## src/rtl/fifo_uart_tx.sv

```systemverilog
`default_nettype none
// ============================================================================
// Module   : fifo_uart_tx
// Brief    : Drains bytes from a synchronous FIFO and shifts each one out as a
//            UART frame (start, WIDTH data bits LSB first, stop).
//            Define UART_TX_PARITY_EN to insert an even-parity bit before stop.
// Revision : 1.0  initial release
// ============================================================================
module fifo_uart_tx #(
    parameter int WIDTH        = 8,
    parameter int CLKS_PER_BIT = 868
) (
    input  logic             clk,
    input  logic             rst_n,
    input  logic             tx_en,
    input  logic             fifo_empty,
    input  logic [WIDTH-1:0] fifo_dout,
    output logic             fifo_rd_en,
    output logic             tx,
    output logic             busy,
    output logic             tx_done
);

    localparam int c_CNT_W = $clog2(CLKS_PER_BIT);
    localparam int c_IDX_W = $clog2(WIDTH) + 1;

    localparam logic [c_CNT_W-1:0] c_BIT_LAST = c_CNT_W'(CLKS_PER_BIT - 1);
    localparam logic [c_CNT_W-1:0] c_DONE_AT  = c_CNT_W'(CLKS_PER_BIT - 2);
    localparam logic [c_IDX_W-1:0] c_IDX_LAST = c_IDX_W'(WIDTH - 1);

    typedef enum logic [2:0] {
        S_IDLE   = 3'd0,
        S_POP    = 3'd1,
        S_LATCH  = 3'd2,
        S_START  = 3'd3,
        S_DATA   = 3'd4,
`ifdef UART_TX_PARITY_EN
        S_PARITY = 3'd5,
`endif
        S_STOP   = 3'd6
    } state_t;

    state_t             r_state;
    logic [c_CNT_W-1:0] r_cnt;
    logic [c_IDX_W-1:0] r_bit_idx;
    logic [WIDTH-1:0]   r_shift;
`ifdef UART_TX_PARITY_EN
    logic               r_parity;
`endif

    logic               w_bit_end;
    logic [WIDTH-1:0]   w_shift_next;

    assign w_bit_end    = (r_cnt == c_BIT_LAST);
    assign w_shift_next = {1'b0, r_shift[WIDTH-1:1]};

    always_ff @(posedge clk or negedge rst_n) begin
        if (!rst_n) begin
            r_state    <= S_IDLE;
            r_cnt      <= '0;
            r_bit_idx  <= '0;
            r_shift    <= '0;
`ifdef UART_TX_PARITY_EN
            r_parity   <= 1'b0;
`endif
            tx         <= 1'b1;
            fifo_rd_en <= 1'b0;
            busy       <= 1'b0;
            tx_done    <= 1'b0;
        end else begin
            fifo_rd_en <= 1'b0;
            tx_done    <= 1'b0;
            case (r_state)
                S_IDLE: begin
                    tx <= 1'b1;
                    if (tx_en && !fifo_empty) begin
                        r_state    <= S_POP;
                        fifo_rd_en <= 1'b1;
                        busy       <= 1'b1;
                    end
                end
                // FIFO read data is registered, so it is only valid in LATCH.
                S_POP: begin
                    r_state <= S_LATCH;
                end
                S_LATCH: begin
                    r_shift  <= fifo_dout;
`ifdef UART_TX_PARITY_EN
                    r_parity <= ^fifo_dout;
`endif
                    r_cnt    <= '0;
                    tx       <= 1'b0;
                    r_state  <= S_START;
                end
                S_START: begin
                    if (w_bit_end) begin
                        r_cnt     <= '0;
                        r_bit_idx <= '0;
                        tx        <= r_shift[0];
                        r_state   <= S_DATA;
                    end else begin
                        r_cnt <= r_cnt + c_CNT_W'(1);
                    end
                end
                S_DATA: begin
                    if (w_bit_end) begin
                        r_cnt <= '0;
                        if (r_bit_idx == c_IDX_LAST) begin
`ifdef UART_TX_PARITY_EN
                            tx      <= r_parity;
                            r_state <= S_PARITY;
`else
                            tx      <= 1'b1;
                            r_state <= S_STOP;
`endif
                        end else begin
                            r_shift   <= w_shift_next;
                            tx        <= w_shift_next[0];
                            r_bit_idx <= r_bit_idx + c_IDX_W'(1);
                        end
                    end else begin
                        r_cnt <= r_cnt + c_CNT_W'(1);
                    end
                end
`ifdef UART_TX_PARITY_EN
                S_PARITY: begin
                    if (w_bit_end) begin
                        r_cnt   <= '0;
                        tx      <= 1'b1;
                        r_state <= S_STOP;
                    end else begin
                        r_cnt <= r_cnt + c_CNT_W'(1);
                    end
                end
`endif
                // tx_done is raised one edge early so it coincides with the
                // final stop-bit cycle, the last cycle busy is high.
                S_STOP: begin
                    if (r_cnt == c_DONE_AT) begin
                        tx_done <= 1'b1;
                    end
                    if (w_bit_end) begin
                        r_cnt   <= '0;
                        busy    <= 1'b0;
                        r_state <= S_IDLE;
                    end else begin
                        r_cnt <= r_cnt + c_CNT_W'(1);
                    end
                end
                default: begin
                    r_state <= S_IDLE;
                    busy    <= 1'b0;
                    tx      <= 1'b1;
                end
            endcase
        end
    end

endmodule
`default_nettype wire

```

## config.mk

```make
export PLATFORM = sky130hd
export DESIGN_NAME = fifo_uart_tx
export DESIGN_NICKNAME = d
export VERILOG_FILES = /design/src/rtl/fifo_uart_tx.sv
export SDC_FILE = /design/constraint.sdc
export NUM_CORES = 1
export LEC_CHECK = 0
export ABC_AREA = 1
export ABC_CLOCK_PERIOD_IN_PS = 2200
export CAP_MARGIN = 20
export CORE_ASPECT_RATIO = 0.6
export CORE_MARGIN = 2
export CORE_UTILIZATION = 61
export DETAILED_ROUTE_END_ITERATION = 10
export PLACE_DENSITY = 0.84
export SYNTH_ARGS = -nofsm -noshare
export SYNTH_HDL_FRONTEND = slang
export SYNTH_SLANG_ARGS = --single-unit
```

## constraint.sdc

```tcl
create_clock -name clk -period 2.2 [get_ports clk]
set_input_delay 0.33 -clock clk [delete_from_list [all_inputs] [get_ports clk]]
set_output_delay 0.33 -clock clk [all_outputs]
set_load 0.005 [all_outputs]
```

==> impl_metrics.tcl <==
set metrics [dict create \
    status "completed" \
    crit_arrival_ns 1.31 \
    clkSlewWorstSetupHoldPaths_ns 0.06 \
    final_core_util 0.725 \
    whs_ns 0.421 \
    grt_pass1_vias 1285 \
    mappedNetlistArea_mm2 0.00180 \
    ant_nets 0 \
    cts_resized 0 \
    ctsHoldBuffers 0 \
    netlist_instances 224 \
    cts_setup_buffers 0 \
    end_kind "primary output" \
    die_w_um 74.1 \
    finalCritPeriodShare 0.744 \
    drt_iter0_markers 112 \
    fmax_mhz 611 \
    final_area_mm2 0.00205 \
    slowest_delay_ns 0.54 \
    diodes 0 \
    overflow 0 \
    syn_nets 239 \
    power.leakage_uw 0.000962 \
    slowest_stage "dfstp_2" \
    path_cells "clkdlybuf4s50_1" \
    die-area_mm2 0.00342 \
    firstDrtPassIters 5 \
    grt_max_degree 30 \
    clk_latency_ns 0.28 \
    async_flop_share 1.00 \
    period_minus_slack_ns 1.64 \
    core_area_mm2 0.00283 \
    critical_path_class "reg -> out" \
    port-buffer-count 15 \
    start_util 0.635 \
    r2r-end "r_shift[5]" \
    vias 1512 \
    fin_tns_setup_ns 0 \
    ir_drop_mv 0.423 \
    wirelength_mm 3.71 \
    slew_violations 0 \
    htree_levels 2 \
    yosysWarnings 0 \
    cts_tree "built" \
    synth_edf_count 0 \
    setup_viol 0 \
    area_growth_pct 14.1 \
    start_kind "flop" \
    numCtsBuffers 5 \
    cts.sinks 29 \
    path_delay_family "flip-flops" \
    cts-root-buf "clkbuf_8" \
    grt_first_pass_wirelength_mm 6.10 \
    num_rows 15 \
    cellPowerDensity_mw_per_mm2 483 \
    worstMarginPinSlew_ns 0.366 \
    fillers 228 \
    drv_cap 0 \
    finalWeightedCongestion 0.879 \
    antenna_found_initial 0 \
    fin_skew_ns 0.00647 \
    r2r_cells 8 \
    path_max_fanout 2 \
    grt_usage 0.250 \
    cp_data_required_time_ns 1.87 \
    syn_avg_cell_area_um2 8.04 \
    r2r_setup_slack_ns 0.62 \
    synth.yosys.seq_area_share 0.404 \
    placed_cell_area_mm2 0.00197 \
    ys_types 34 \
    place.detailed.hpwl_mm 2.67 \
    relSlewSlack 0.756 \
    hold_viol 0 \
    drive_gt1_frac 0.180 \
    fp.dieH_um 46.1 \
    viasPerCell 5.29 \
    num_io_pins 16 \
    timing.rr.start "r_cnt[0]" \
    min_path_type "in -> async" \
    drc 0 \
    synthFlopType "dfrtp_1" \
    synth_seq_cells 29 \
    nets 258 \
    rsz0062_at_grt "no" \
    crit_buf_inv 1 \
    avgRoutedWirePerCell_um 13.0 \
    clk_path_buf_depth 2 \
]
cell families (layout without fill, tap and decap cells):
logic type,count (synthesis),count (layout),share of synthesized area
AOI/OAI and AO/OA,21,21,0.0778
xor gates and xnor gates,6,6,0.0292
and+or+nand+nor,140,140,0.400
adders and majority gates,3,3,0.0209
buffers and inverters,25,45,0.0681
DFF,29,29,0.404
cell type report:
cell class              instances  area (um^2)  share of cell area
multi-input cells             170          951               0.463
flip-flops and latches         29          727               0.354
repair buffers                 16          158              0.0767
clock inverters                 2         10.0             0.00487
clock buffers                   6         72.6              0.0353
inverters                      21         83.8              0.0408
well taps                      42         52.6              0.0256
metal layers:
layer,up-vias,track usage,share of wire
met2,57,0.329,0.41
met1,687,0.385,0.50
li1,763,-,-
met4,0,0.0873,0.011
met5,-,0,0
met3,5,0.0722,0.070
registers in the layout (all words and copies together) (netlist names):
| signal | count |
|---|---|
| busy | 1 |
| fifo_rd_en | 1 |
| r_bit_idx | 4 |
| r_cnt | 10 |
| r_shift | 8 |
| r_state | 3 |
| tx | 1 |
| tx_done | 1 |
Yosys cell counts (2+ instances only):
library cell / number / area share
a21oi_1: 3 / 0.0083
buf_6: 3 / 0.019
dfrtp_1: 28 / 0.39
ha_1: 3 / 0.021
inv_1: 9 / 0.019
inv_2: 10 / 0.021
inv_4: 2 / 0.0069
nand2_1: 71 / 0.15
nand2_2: 4 / 0.014
nand2_4: 4 / 0.025
nand3_1: 27 / 0.075
nand3_2: 2 / 0.011
nand3b_1: 2 / 0.0083
nand4_1: 5 / 0.017
nor2_1: 9 / 0.019
nor2_2: 3 / 0.010
nor2_4: 3 / 0.019
nor2_8: 2 / 0.022
nor3_1: 4 / 0.011
o21ai_0: 4 / 0.011
o21ai_1: 6 / 0.017
o21ai_4: 2 / 0.018
o22ai_1: 3 / 0.010
xor2_1: 5 / 0.024
placed cells by master (no fill, tap or decap), types with 3 or more instances in the layout:
cell	count
ha_1	3
dfrtp_1	28
inv_1	9
inv_2	10
xor2_1	5
nand2_4	4
nor3_1	4
a21oi_1	3
o21ai_1	6
nor2_4	3
o21ai_0	4
clkbuf_8	5
nand2_1	71
nand3_1	27
nand2_2	4
nor2_1	9
clkdlybuf4s50_1	15
o22ai_1	3
nor2_2	3
nand4_1	5
where the power goes:
part / internal (uW) / switching (uW) / leakage, uW
clock network: 219 / 204 / 0.0000450
registers: 533 / 0 / 0.000335
logic: 21.2 / 15.9 / 0.000582
metrics by stage:
| step | setup slack (ns) | instances | total power, uW |
|---|---|---|---|
| after CTS | 0.549 | 286 | 999 |
| final | 0.562 | 286 | 993 |
| after detailed placement | 0.632 | 278 | 581 |
| after floorplan | 0.848 | 224 | 550 |
| after global placement | 0.675 | 278 | 581 |
| after global routing | 0.464 | 286 | 1030 |
worst max path at each step:
stage                 endpoint  startpoint  cells past startpoint  slack [ns]
CTS                         tx          tx                      1        0.55
floorplan           r_shift[7]    r_cnt[0]                      8        0.85
finish                      tx          tx                      1        0.56
global route        r_shift[5]    r_cnt[0]                      8        0.46
global placement    r_state[2]       tx_en                      8        0.67
detailed placement  r_state[2]       tx_en                      8        0.63
Note: power is estimated with default switching activity, not from simulation.
